<file path="src/rtl/ysyx_24110026_lsu.sv">
// Load/store unit between execute and write-back: one outstanding access at a time.
// It aligns store data and strobes, sign- or zero-extends load data, and flags misaligned accesses.
module ysyx_24110026_lsu #(
  parameter int REGIDX_W = 4
) (
  input  logic                clk,
  input  logic                rst,
  input  logic                in_valid,
  output logic                in_ready,
  input  logic [31:0]         in_alu_out,
  input  logic [31:0]         in_rs2_data,
  input  logic [4:0]          in_ls_op,
  input  logic [REGIDX_W-1:0] in_rd,
  input  logic                in_wb_en,
  output logic                mem_req_valid,
  input  logic                mem_req_ready,
  output logic [31:0]         mem_addr,
  output logic                mem_wen,
  output logic [31:0]         mem_wdata,
  output logic [3:0]          mem_wstrb,
  input  logic                mem_rsp_valid,
  input  logic [31:0]         mem_rdata,
  output logic                out_valid,
  input  logic                out_ready,
  output logic [31:0]         out_wb_data,
  output logic [REGIDX_W-1:0] out_rd,
  output logic                out_wb_en,
  output logic                out_err
);

  typedef enum logic [1:0] {IDLE, REQ, WAIT, DONE} state_t;

  typedef struct packed {
    logic [31:0]         addr;
    logic [31:0]         rs2;
    logic [4:0]          op;
    logic [REGIDX_W-1:0] rd;
    logic                wb_en;
  } lsu_req_t;

  typedef struct packed {
    logic [31:0] data;
    logic        wb_en;
    logic        err;
  } lsu_rsp_t;

  state_t   state, state_nxt;
  lsu_req_t req_q;
  lsu_rsp_t rsp_q;

  // Decode of the incoming op, used only on the accept cycle.
  logic       in_ld, in_st, in_f3_ok, in_mem_op, in_misal, in_go_mem, accept;
  logic [2:0] in_f3;

  assign in_ld     = in_ls_op[4];
  assign in_st     = in_ls_op[3];
  assign in_f3     = in_ls_op[2:0];
  assign in_f3_ok  = (in_f3 == 3'b000) || (in_f3 == 3'b001) || (in_f3 == 3'b010) ||
                     (in_f3 == 3'b100) || (in_f3 == 3'b101);
  assign in_mem_op = (in_ld ^ in_st) && in_f3_ok;
  assign in_misal  = ((in_f3[1:0] == 2'b01) && in_alu_out[0]) ||
                     ((in_f3[1:0] == 2'b10) && (in_alu_out[1:0] != 2'b00));
  assign in_go_mem = in_mem_op && !in_misal;
  assign accept    = in_valid && in_ready;

  // State register
  always_ff @(posedge clk) begin
    if (!rst) state <= IDLE;
    else      state <= state_nxt;
  end

  // Next-state logic
  always_comb begin
    state_nxt = state;
    case (state)
      IDLE: if (accept)        state_nxt = in_go_mem ? REQ : DONE;
      REQ:  if (mem_req_ready) state_nxt = WAIT;
      WAIT: if (mem_rsp_valid) state_nxt = DONE;
      DONE: if (out_ready)     state_nxt = IDLE;
      default:                 state_nxt = IDLE;
    endcase
  end

  // Load data extraction from the word-aligned read
  logic [7:0]  ld_byte;
  logic [15:0] ld_half;
  logic [31:0] ld_data;
  logic        ld_sext;

  assign ld_byte = mem_rdata[{req_q.addr[1:0], 3'b000} +: 8];
  assign ld_half = mem_rdata[{req_q.addr[1], 4'b0000} +: 16];
  assign ld_sext = !req_q.op[2];

  always_comb begin
    ld_data = mem_rdata;
    case (req_q.op[1:0])
      2'b00:   ld_data = {{24{ld_sext & ld_byte[7]}}, ld_byte};
      2'b01:   ld_data = {{16{ld_sext & ld_half[15]}}, ld_half};
      default: ld_data = mem_rdata;
    endcase
  end

  // Request capture and result formation
  always_ff @(posedge clk) begin
    if (!rst) begin
      req_q <= '0;
      rsp_q <= '0;
    end else if (accept) begin
      req_q.addr  <= in_alu_out;
      req_q.rs2   <= in_rs2_data;
      req_q.op    <= in_ls_op;
      req_q.rd    <= in_rd;
      req_q.wb_en <= in_wb_en;
      if (!in_ld && !in_st) begin
        rsp_q <= '{data: in_alu_out, wb_en: in_wb_en, err: 1'b0};
      end else if (!in_mem_op) begin
        rsp_q <= '{data: in_alu_out, wb_en: 1'b0, err: 1'b1};
      end else if (in_misal) begin
        rsp_q <= '{data: 32'd0, wb_en: 1'b0, err: 1'b1};
      end else begin
        rsp_q <= '0;
      end
    end else if (state == WAIT && mem_rsp_valid) begin
      if (req_q.op[4]) rsp_q <= '{data: ld_data, wb_en: req_q.wb_en, err: 1'b0};
      else             rsp_q <= '0;
    end
  end

  // Outputs: every port is forced to zero outside the state that owns it
  always_comb begin
    in_ready      = (state == IDLE) && rst;
    mem_req_valid = 1'b0;
    mem_addr      = 32'd0;
    mem_wen       = 1'b0;
    mem_wdata     = 32'd0;
    mem_wstrb     = 4'b0000;
    out_valid     = 1'b0;
    out_wb_data   = 32'd0;
    out_rd        = '0;
    out_wb_en     = 1'b0;
    out_err       = 1'b0;
    if (state == REQ) begin
      mem_req_valid = 1'b1;
      mem_addr      = {req_q.addr[31:2], 2'b00};
      mem_wen       = req_q.op[3];
      if (req_q.op[3]) begin
        case (req_q.op[1:0])
          2'b00: begin
            mem_wstrb = 4'b0001 << req_q.addr[1:0];
            mem_wdata = {4{req_q.rs2[7:0]}};
          end
          2'b01: begin
            mem_wstrb = req_q.addr[1] ? 4'b1100 : 4'b0011;
            mem_wdata = {2{req_q.rs2[15:0]}};
          end
          default: begin
            mem_wstrb = 4'b1111;
            mem_wdata = req_q.rs2;
          end
        endcase
      end
    end
    if (state == DONE) begin
      out_valid   = 1'b1;
      out_wb_data = rsp_q.data;
      out_rd      = req_q.rd;
      out_wb_en   = rsp_q.wb_en;
      out_err     = rsp_q.err;
    end
  end

endmodule
</file>
<file path="config.mk">
export PLATFORM = sky130hd
export DESIGN_NAME = ysyx_24110026_lsu
export DESIGN_NICKNAME = d
export VERILOG_FILES = /design/src/rtl/ysyx_24110026_lsu.sv
export SDC_FILE = /design/constraint.sdc
export NUM_CORES = 1
export LEC_CHECK = 0
export ABC_CLOCK_PERIOD_IN_PS = 2300
export CORE_MARGIN = 10
export CORE_UTILIZATION = 45
export CTS_CLUSTER_SIZE = 40
export DETAILED_ROUTE_END_ITERATION = 7
export PLACE_DENSITY_LB_ADDON = 0.25
export SKIP_CTS_REPAIR_TIMING = 1
export SLEW_MARGIN = 10
export SYNTH_ARGS = -nofsm -noshare
export SYNTH_HDL_FRONTEND = slang
export SYNTH_SLANG_ARGS = --single-unit
</file>
<file path="constraint.sdc">
create_clock -name clk -period 2.3 [get_ports clk]
set_input_delay 0.575 -clock clk [delete_from_list [all_inputs] [get_ports clk]]
set_output_delay 0.575 -clock clk [all_outputs]
set_load 0.02 [all_outputs]
</file>
Yosys cells after proc, flatten, opt, wreduce, memory -nomap -nowiden
Cells that the tools add are included.
Widths: inputs -> output; s select.
{"block": "totals", "out_inout_bits": 110, "inputBits": 112, "reg_bits": 110}
{"block": "classes", "shifts": 3, "eq_ne": 14, "muxes": 28, "reduce_logical": 23, "bitwise_logic": 3}
{"cell": "$mux 34", "count": 5}
{"cell": "$mux 32", "count": 4}
{"cell": "$pmux 32 s2", "count": 2}
{"cell": "$shiftx 32x6->16", "count": 1}
{"cell": "$shiftx 32x6->8", "count": 1}
{"cell": "$mux 4", "count": 4}
{"cell": "$mux 2", "count": 5}
{"cell": "$logic_and 1x1->1", "count": 8}
{"cell": "$ne 2x2->1 const B", "count": 4}
{"cell": "$pmux 2 s4", "count": 1}
{"cell": "$pmux 4 s2", "count": 1}
{"cell": "$eq 2x1->1 const B", "count": 3}
{"cell": "$eq 2x2->1 const B", "count": 3}
{"cell": "$eq 3x3->1 const B", "count": 2}
{"cell": "$mux 1", "count": 6}
{"cell": "$logic_or 1x1->1", "count": 5}
{"cell": "$logic_not 1->1", "count": 4}
{"cell": "$logic_not 2->1", "count": 2}
{"cell": "$reduce_and 4->1", "count": 1}
{"cell": "$reduce_bool 2->1", "count": 2}
{"cell": "$shl 1x2->4 const A", "count": 1}
{"cell": "$eq 3x1->1 const B", "count": 1}
{"cell": "$eq 3x2->1 const B", "count": 1}
{"cell": "$logic_not 3->1", "count": 1}
{"cell": "other kinds (2)", "count": 3}

Logic depth before layout (Yosys ltp)
Gate-level depths: netlist of the first run.
{"block": "depth", "ltp_word": 10, "depth_mapped": 8, "depth_no_buf": 6}

Worst setup path before layout of the first run
OpenSTA, ideal clock, no wires.
{"block": "synth_timing", "path_type": "reg-to-output", "start": "reg state[1]", "end": "out mem_wstrb[2]", "path_stages_with_launch": 7, "setup_slack_ps": 116, "arrival_time_ps": 1609, "cell_sequence": "dfxtp_1 -> inv_1 -> ha_1 -> nand2_1 -> inv_1 -> o21ai_0 -> a21oi_1"}
{"block": "synth_via", "elab_chain_len": 2}
{"item": "start, declared", "line": "47", "rtl": "state_t state, state_nxt;"}
{"item": "start signal, assigned", "line": "69", "rtl": "else state <= state_nxt;"}
{"item": "$eq 2x1->1", "line": "142", "rtl": "if (state == REQ) begin"}
{"item": "$mux 4", "line": "142"}
{"item": "end, declared", "line": "20", "rtl": "output logic [3:0] mem_wstrb,"}
Every way passes these cells.

Worst setup path in the final report of the first run
{"block": "layout_timing", "start": "reg state[1]", "end": "out mem_wdata[11]"}
{"block": "layout_via", "elab_chain_len": 2}
{"item": "$eq 2x1->1", "line": "142"}
{"item": "$mux 32", "line": "142"}
{"item": "end, declared", "line": "19", "rtl": "output logic [31:0] mem_wdata,"}
Every way passes these cells.

==> run_results.csv, run 1 <==
group,metric,value,unit
routing,routed_wl,22300,um
finish,final_common_cell,"nand2_1",
finish,final_cell_mix,"180 x nand2_1, 110 x clkdlybuf4s50_1, 108 x dfxtp_1",
setup_path,r2r_start,"state[0]",
global_routing,antenna_found_initial,0,
synth,syn_inst,833,
global_routing,grt_pass1_vias,6215,
finish,drive_gt1_share,10.4,%
global_routing,grt_pass1_wl,34800,um
setup_path,arrival,1.65,ns
floorplan,initial_core_util,45.5,%
synth,syn-cell-area,6270,um2
finish,stdcell_count,1212,
clock_tree,insertion_delay,0.36,ns
sta,setup_viol,0,
routing,via_per_inst,5.44,
setup_path,crit_end,"mem_wdata[11]",
synth,yosys.cell_types.count,45,
sta,tightest_slew,0.975,ns
power_and_ir_drop,p_sw_share,36.4,%
clock_tree,cts_buffer_depth,2,
status,status,"finished clean",
synth,synth_edf_count,0,
clock_tree,cts_tree,"yes",
global_routing,grt_max_degree,69,
hold_path,hold_depth,2,
clock_tree,root_buffer,"clkbuf_16",
floorplan,io_pins,222,
finish,syn_to_final_growth,46.7,%
power_and_ir_drop,p_leak,0.00514,uW
floorplan,die_w,138,um
power_and_ir_drop,p_per_area,704,nW/um2
synth,seq_area_frac_synth,35.1,%
setup_path,cp-end-kind,"output port",
placed_design,placed_cell_area,8760,um2
routing,drt-initial-drc-count,485,
sta,fmax,450,MHz
synth,yosys_most_used_dff,"dfxtp_1",
sta,drv_slew,0,
synth,syn_avg_cell_area,7.53,um2
clock_tree,h-tree-depth,3,
power_and_ir_drop,pwr-share-comb,38.3,%
setup_path,r2r_setup_slack,0.25,ns
routing,wl_per_cell,18.4,um
sta,layout_min_cycle_time,2.22,ns
routing,ant_nets,0,
power_and_ir_drop,p_sw,2360,uW
finish,nNetsFinal,1146,
placed_design,dp_cells,1197,
routing,drt_drc_violations_left,0,
setup_path,rr_worst_depth,7,
placed_design,hpwl,16400,um
setup_path,start_kind,"flop",
setup_path,crit_fanout,24,
global_routing,grt_usage,21.7,%
synth,ys_ff_latch,110,
synth,synthArstFlopShare,0,%
placed_design,gp_routability_congestion,0.868,
sta,setup_tns,0,ns
global_routing,gr-total-overflow,0,
routing,first_pass_iters,5,
power_and_ir_drop,p_int,4120,uW
sta,min_period_over_period,96.6,%
sta,hold_viol_final,0,
setup_path,reg2reg_to,"rsp_q[0]",
finish,diodes,0,
hold_path,hold_class,"flop to flop",
power_and_ir_drop,p_total,6480,uW
setup_path,path_class,"flop to output port",
sta,skew,0.0147,ns
sta,relSlewSlack,34.8,%
floorplan,coreArea,13800,um2
job,max-cap-violations,0,
floorplan,rows,43,
routing,vias,6590,
setup_path,required,1.73,ns
clock_tree,clkTransAtPathRegs,0.07,ns
synth,yosysWarnings,0,
power_and_ir_drop,pwr-share-seq,39.1,%
floorplan,die_h,138,um
clock_tree,cts_sinks,110,
clock_tree,cts_buffers,9,
placed_design,port_buffers,219,
power_and_ir_drop,ir_drop,0.382,mV
setup_path,cp-startpoint,"state[1]",
power_and_ir_drop,clock_power_share,22.5,%
finish,final_area,9200,um2
floorplan,die-area,19100,um2
-- metrics by stage --
stage               hold WS, ns  setup WS [ns]  util [%]
global route              0.468       -0.00926      66.8
CTS                       0.453         -0.353      65.6
global placement          0.439        -0.0169      63.6
detailed placement        0.443        -0.0337      63.6
finish                    0.452         0.0782      66.8
floorplan                 0.429          0.116         -
-- worst max-delay path, cell delays in order (launching register included) --
cell and delay, ns:
dfxtp_1 0.31, inv_1 0.07, ha_1 0.22, nand2_1 0.10, buf_4 0.22, a21oi_1 0.14
dlymetal6s2s_1 0.24
-- cells by family (layout without fill, tap and decap cells) --
family	Yosys count	in the layout	share of synthesized area, %
AOI/OAI and AO/OA	220	220	23.9
adders and majority gates	6	6	1.20
buffers and inverters	87	285	6.14
DFF	110	110	35.1
muxes	25	25	3.99
other	1	2	0.0598
and+or+nand+nor	384	384	29.6
-- worst min-delay path by stage --
stage / start / end / slack, ns
6_report: req_q[3] / req_q[3] / 0.45
5_1_grt: req_q[3] / req_q[3] / 0.47
4_1_cts: req_q[3] / req_q[3] / 0.45
3_5_place_dp: req_q[3] / req_q[3] / 0.44
3_3_place_gp: req_q[2] / req_q[2] / 0.44
2_1_floorplan: req_q[1] / req_q[1] / 0.43
-- metal layers --
metal | share of wire, % | routed length (um) | global-route usage, %
met1 | 42 | 9450 | 26.5
met5 | 0 | 0 | 0
met3 | 8.9 | 1990 | 7.05
met4 | 1.3 | 280 | 6.22
met2 | 47 | 10600 | 35.6
-- cells in the mapped netlist, types with 2 or more instances --
| library cell | n | area share [%] |
|---|---|---|
| a31oi_1 | 39 | 3.9 |
| and3_1 | 10 | 1.0 |
| nand3b_1 | 15 | 1.8 |
| buf_2 | 14 | 1.1 |
| o211a_1 | 2 | 0.32 |
| inv_1 | 8 | 0.48 |
| buf_6 | 3 | 0.54 |
| dfxtp_1 | 110 | 35 |
| o211ai_1 | 14 | 1.7 |
| ha_1 | 6 | 1.2 |
| nor2b_1 | 6 | 0.60 |
| a21oi_1 | 43 | 3.4 |
| nand2_1 | 180 | 11 |
| nand3_1 | 51 | 4.1 |
| nand2b_1 | 2 | 0.20 |
| nor2_1 | 36 | 2.2 |
| o211ai_2 | 10 | 2.0 |
| o31ai_1 | 7 | 0.84 |
| o21ai_1 | 7 | 0.56 |
| or4b_1 | 7 | 1.1 |
| buf_4 | 4 | 0.48 |
| a21boi_0 | 40 | 4.8 |
| o21ai_0 | 39 | 3.1 |
| mux2i_1 | 25 | 4.0 |
| clkbuf_1 | 43 | 2.6 |
| buf_1 | 14 | 0.84 |
| a21oi_2 | 11 | 1.5 |
| and2_1 | 70 | 7.0 |
-- registers in the layout (all words and copies together), names as in the netlist --
register  cells
state         2
rsp_q        34
req_q        74
-- power groups by stage --
stage | Clock (uW) | Sequential [uW] | Combinational (uW)
2_1_floorplan | 0 | 2490 | 1570
3_3_place_gp | 0 | 2550 | 2430
3_5_place_dp | 0 | 2560 | 2470
4_1_cts | 1500 | 2520 | 2480
5_1_grt | 1570 | 2570 | 2720
6_report | 1460 | 2540 | 2480
-- area by class of cell --
| type | instances | area, um2 |
|---|---|---|
| well taps | 180 | 225 |
| clock buffers | 12 | 246 |
| clock inverters | 3 | 21.3 |
| multi-input cells | 637 | 3720 |
| repair buffers | 262 | 2750 |
| flip-flops and latches | 110 | 2210 |
| fillers | 1170 | 4570 |
| inverters | 8 | 30.0 |
(Power assumes the default switching activity.)
==> inputs of run 2 (changes only) <==
- GPL_TIMING_DRIVEN: unset -> 0
==> run 2 against run 1 <==
Compared with the run above:
- cell count increased by 3.2%
- clock power grew 8%
- cell area is 0.67% lower
- sequential cell count unchanged
- maximum frequency shrank 2.7%
- largest power group unchanged
- highest routed layer unchanged
==> run_results.csv, run 2 (same netlist as run 1, synthesis figures left out) <==
group,metric,value,unit
status,status,"finished clean",
routing,routed_wl,24300,um
global_routing,antenna_found_initial,0,
sta,min_period_over_period,99.3,%
placed_design,gp_routability_congestion,0.936,
sta,rsz0062_at_grt,"yes",
finish,nNetsFinal,1184,
power_and_ir_drop,pwr-share-seq,38.4,%
power_and_ir_drop,p_leak,0.00466,uW
setup_path,cp_slowest_cell,"dfxtp_2",
setup_path,cp_cell_sequence,"inv_2, ha_4, buf_4, buf_4, and2_1, dlymetal6s2s_1",
sta,tightest_slew,0.598,ns
global_routing,grt_pass1_wl,36900,um
setup_path,path_buf_inv,4,
setup_path,cp-end-kind,"output port",
hold_path,hp-start,"req_q[2]",
setup_path,crit_fanout,10,
sta,holdWs,0.453,ns
hold_path,hold_depth,2,
finish,drive_gt1_share,13.5,%
power_and_ir_drop,pwr-share-comb,37.9,%
floorplan,io_pins,222,
routing,drt-initial-drc-count,591,
finish,syn_to_final_growth,45.7,%
routing,wl_per_cell,19.5,um
sta,layout_min_cycle_time,2.28,ns
setup_path,rr_worst_depth,8,
sta,skew,0.00777,ns
floorplan,die-area,19100,um2
setup_path,arrival,1.71,ns
sta,relSlewSlack,59.0,%
clock_tree,cts_sinks,110,
sta,hold_viol_final,0,
sta,setup_viol,0,
floorplan,initial_core_util,45.5,%
finish,final_common_cell,"nand2_1",
placed_design,dp_cells,1233,
hold_path,hold_class,"flop to flop",
routing,first_pass_iters,5,
global_routing,gr-total-overflow,0,
clock_tree,cts_tree,"yes",
setup_path,cp_top_family,"buffers and inverters",
power_and_ir_drop,clock_power_share,23.6,%
finish,reg_top3,"req_q x74, rsp_q x34, state x2",
clock_tree,insertion_delay,0.36,ns
routing,via_per_inst,5.55,
sta,setup_tns,0,ns
hold_path,hold_end,"req_q[2]",
global_routing,grt_max_degree,18,
global_routing,grt_usage,23.4,%
power_and_ir_drop,p_int,4190,uW
job,max-cap-violations,0,
routing,ant_nets,0,
finish,largest_reg_flops,74,
routing,drt_drc_violations_left,0,
setup_path,start_kind,"flop",
setup_path,reg2reg_to,"rsp_q[9]",
routing,vias,6944,
power_and_ir_drop,p_per_area,733,nW/um2
power_and_ir_drop,p_sw_share,37.4,%
finish,final_area,9140,um2
finish,diodes,0,
setup_path,path_class,"flop to output port",
finish,stdcell_count,1251,
placed_design,placed_cell_area,8690,um2
setup_path,cpMostUsedCell,"buf_4",
clock_tree,h-tree-depth,3,
sta,fmax,438,MHz
sta,drv_slew,0,
floorplan,die_h,138,um
finish,final_cell_mix,"177 x nand2_1, 112 x clkdlybuf4s50_1, 106 x dfxtp_1",
clock_tree,cts_buffer_depth,2,
floorplan,die_w,138,um
setup_path,r2r_start,"state[0]",
finish,nFillCells,1244,
setup_path,required,1.73,ns
power_and_ir_drop,p_sw,2510,uW
placed_design,dp_slack,-1.30,ns
sta,fin_ws,0.0161,ns
global_routing,grt_pass1_vias,6733,
setup_path,r2r_setup_slack,0.16,ns
clock_tree,cts_buffers,9,
placed_design,port_buffers,219,
placed_design,hpwl,18700,um
clock_tree,clkTransAtPathRegs,0.07,ns
setup_path,max_stage_delay,0.39,ns
floorplan,coreArea,13800,um2
floorplan,rows,43,
clock_tree,root_buffer,"clkbuf_16",
power_and_ir_drop,ir_drop,0.350,mV
finish,largest-register,"req_q",
run 2: cell types whose count changed in the layout (fill, tap and decap cells not counted), moves of 4 or more:
cell	change
buf_1	+11
buf_12	-4
buf_2	+11
buf_4	-24
buf_6	+6
clkbuf_1	+26
clkbuf_2	+33
clkbuf_4	+7
dlymetal6s2s_1	-31
run 2: layer usage:
metal	vias up	share of wire [%]	track usage, %
met1	3252	42	28.6
met4	0	2.8	8.10
met3	45	9.4	6.92
met5	-	0	0
li1	3339	-	-
met2	308	46	38.2
run 2: layout make-up:
| cell class | instances | area (um2) | area share [%] |
|---|---|---|---|
| Clock buffer | 11 | 233 | 2.55 |
| Buffer | 75 | 428 | 4.68 |
| Tap cell | 180 | 225 | 2.46 |
| Sequential cell | 110 | 2210 | 24.2 |
| Multi-Input combinational cell | 637 | 3750 | 41.1 |
| Inverter | 8 | 32.5 | 0.356 |
| Timing Repair Buffer | 225 | 2200 | 24.0 |
| Clock inverter | 5 | 60.1 | 0.657 |
run 2: worst reg2reg max path, delay by kind of cell, from the launching register on:
family                     cells  cell delay [ns]
AOI/OAI and AO/OA              2             0.41
adders and majority gates      1             0.25
buffers and inverters          3             0.61
DFF                            1             0.42
and+or+nand+nor                2             0.40
run 2: power by group through the flow:
stage               Combinational (uW)  Clock (uW)  Sequential [uW]
floorplan                         1570           0             2490
global placement                  2350           0             2560
detailed placement                2390           0             2570
CTS                               2400        1600             2530
global route                      2760        1670             2620
finish                            2540        1580             2570
run 2: how the worst max path moves through the flow:
| stage | startpoint | end | slack (ns) | depth (start not counted) |
|---|---|---|---|---|
| 2_1_floorplan | state[1] | mem_wstrb[2] | 0.12 | 6 |
| 3_3_place_gp | rst | in_ready | -1.30 | 5 |
| 3_5_place_dp | rst | in_ready | -1.30 | 5 |
| 4_1_cts | rst | in_ready | -1.29 | 5 |
| 5_1_grt | req_q[5] | mem_wdata[14] | -0.04 | 7 |
| 6_report | state[1] | mem_addr[29] | 0.02 | 6 |
run 2: per-stage QoR:
| stage | total power (uW) | util [%] |
|---|---|---|
| 2_1_floorplan | 4050 | - |
| 3_3_place_gp | 4910 | 63.1 |
| 3_5_place_dp | 4960 | 63.1 |
| 4_1_cts | 6530 | 65.2 |
| 5_1_grt | 7050 | 66.4 |
| 6_report | 6700 | 66.4 |
==> inputs of run 3 (changes only) <==
- CORE_UTILIZATION: 45 -> 46
==> run 3 against run 2 <==
Compared with the run above:
- sequential power about the same
- non-clock buffer count down 1
- via count up 0.99%
- cell area down 0.86%
- core utilization up 1.8 points
- worst hold slack better by 0.0032 ns
- critical endpoint is now mem_wdata[11]
- largest power group is now combinational cells
==> run_results.csv, run 3 (same netlist as run 1, synthesis figures left out) <==
group,metric,value,unit
setup_path,arrival,1.68,ns
routing,first_pass_iters,8,
setup_path,crit_fanout,6,
routing,met3_length,2670,um
routing,routed_wl,25000,um
setup_path,cp-end-kind,"output port",
finish,largest_reg_flops,74,
hold_path,hold_class,"flop to flop",
clock_tree,clkTransAtPathRegs,0.08,ns
placed_design,gp_routability_congestion,1.02,
setup_path,path_class,"flop to output port",
global_routing,antenna_found_initial,1,
global_routing,grt_pass1_wl,36800,um
floorplan,die_w,137,um
clock_tree,cts_buffers,9,
placed_design,port_buffers,219,
routing,vias,7013,
routing,drt-met1-wl,10100,um
power_and_ir_drop,p_total,6900,uW
finish,reg_top3,"req_q x74, rsp_q x34, state x2",
power_and_ir_drop,p_per_area,762,nW/um2
setup_path,required,1.73,ns
sta,min_period_over_period,97.9,%
clock_tree,root_buffer,"clkbuf_16",
floorplan,rows,42,
routing,drt-initial-drc-count,665,
routing,dr.max_layer_used,"met4",
setup_path,reg2reg_to,"rsp_q[28]",
sta,fmax,444,MHz
clock_tree,insertion_delay,0.36,ns
hold_path,hp-start,"req_q[27]",
floorplan,io_pins,222,
finish,final_cell_mix,"178 x nand2_1, 112 x clkdlybuf4s50_1, 106 x dfxtp_1",
finish,largest-register,"req_q",
finish,drive_gt1_share,15.1,%
setup_path,rr_worst_depth,8,
power_and_ir_drop,p_leak,0.00442,uW
floorplan,die_h,137,um
global_routing,gr-total-overflow,0,
global_routing,grt_usage,25.0,%
sta,hold_viol_final,0,
routing,wl_met2,11600,um
floorplan,die-area,18700,um2
sta,drv_slew,0,
routing,drt_drc_violations_left,0,
finish,nNetsFinal,1184,
finish,final_common_cell,"nand2_1",
setup_path,r2r_setup_slack,0.09,ns
sta,setup_viol,0,
sta,tightest_slew,0.665,ns
job,max-cap-violations,0,
routing,ant_nets,0,
setup_path,r2r_start,"state[0]",
placed_design,hpwl,18700,um
floorplan,coreArea,13300,um2
clock_tree,cts_sinks,110,
floorplan,initial_core_util,47.2,%
hold_path,hold_end,"req_q[27]",
clock_tree,cts_buffer_depth,2,
setup_path,start_kind,"flop",
global_routing,grt_pass1_vias,6750,
clock_tree,cts_tree,"yes",
sta,holdWs,0.456,ns
routing,wl_per_cell,20.1,um
sta,layout_min_cycle_time,2.25,ns
finish,syn_to_final_growth,44.4,%
routing,via_per_inst,5.62,
clock_tree,h-tree-depth,3,
sta,skew,0.00936,ns
finish,post-route-util,68.1,%
power_and_ir_drop,ir_drop,0.421,mV
status,status,"finished clean",
hold_path,hold_depth,2,
sta,relSlewSlack,54.4,%
global_routing,grt_max_degree,20,
run 3: cell types whose count changed in the layout (fill, tap and decap cells not counted), sizes merged, moves of 3 or more:
cell / delta
clkbuf: +10
buf: +3
inv: +3
dlymetal6s2s: -16
run 3: worst max path at each step:
stage,start,cells after the start,slack [ns],to
2_1_floorplan,state[1],6,0.12,mem_wstrb[2]
3_3_place_gp,rst,5,-1.33,in_ready
3_5_place_dp,rst,5,-1.33,in_ready
4_1_cts,rst,5,-1.33,in_ready
5_1_grt,state[1],6,-0.03,mem_wdata[30]
6_report,req_q[5],7,0.05,mem_wdata[11]
run 3: cell type report:
class                           instances  area, um2
Fill cell                            1177       4240
Multi-Input combinational cell        638       3760
Sequential cell                       110       2210
Timing Repair Buffer                  224       2060
Buffer                                 75        445
Clock buffer                            9        225
Tap cell                              176        220
Clock inverter                          7        104
Inverter                                8       30.0
Antenna cell                            1       2.50
run 3: metal layers:
metal / vias to the layer above / global-route usage (%)
li1: 3342 / -
met1: 3257 / 29.9
met2: 372 / 40.8
met3: 42 / 7.70
met4: 0 / 10.1
met5: - / 0
run 3: metrics by stage:
| stage | setup TNS (ns) | cells | area [um2] | worst slack [ns] |
|---|---|---|---|---|
| 3_3_place_gp | -62.97 | 1229 | 8690 | -1.33 |
| 6_report | 0 | 1248 | 9060 | 0.0478 |
| 3_5_place_dp | -64.49 | 1229 | 8690 | -1.33 |
| 5_1_grt | -0.0413 | 1248 | 9060 | -0.0294 |
| 4_1_cts | -81.19 | 1245 | 9020 | -1.33 |
| 2_1_floorplan | 0 | 834 | 6280 | 0.116 |
run 3: critical path, cell delays in order, from the launching register on:
cell and delay [ns]:
dfxtp_4 0.38, buf_12 0.14, buf_12 0.13, nor2_4 0.17, buf_6 0.13, nand2_4 0.05
a21oi_4 0.17, buf_6 0.14
run 3: report_power, final:
part / total (uW) / internal, uW / switching (uW)
Combinational: 2580 / 1040 / 1530
Sequential: 2570 / 2300 / 267
Clock: 1760 / 972 / 787
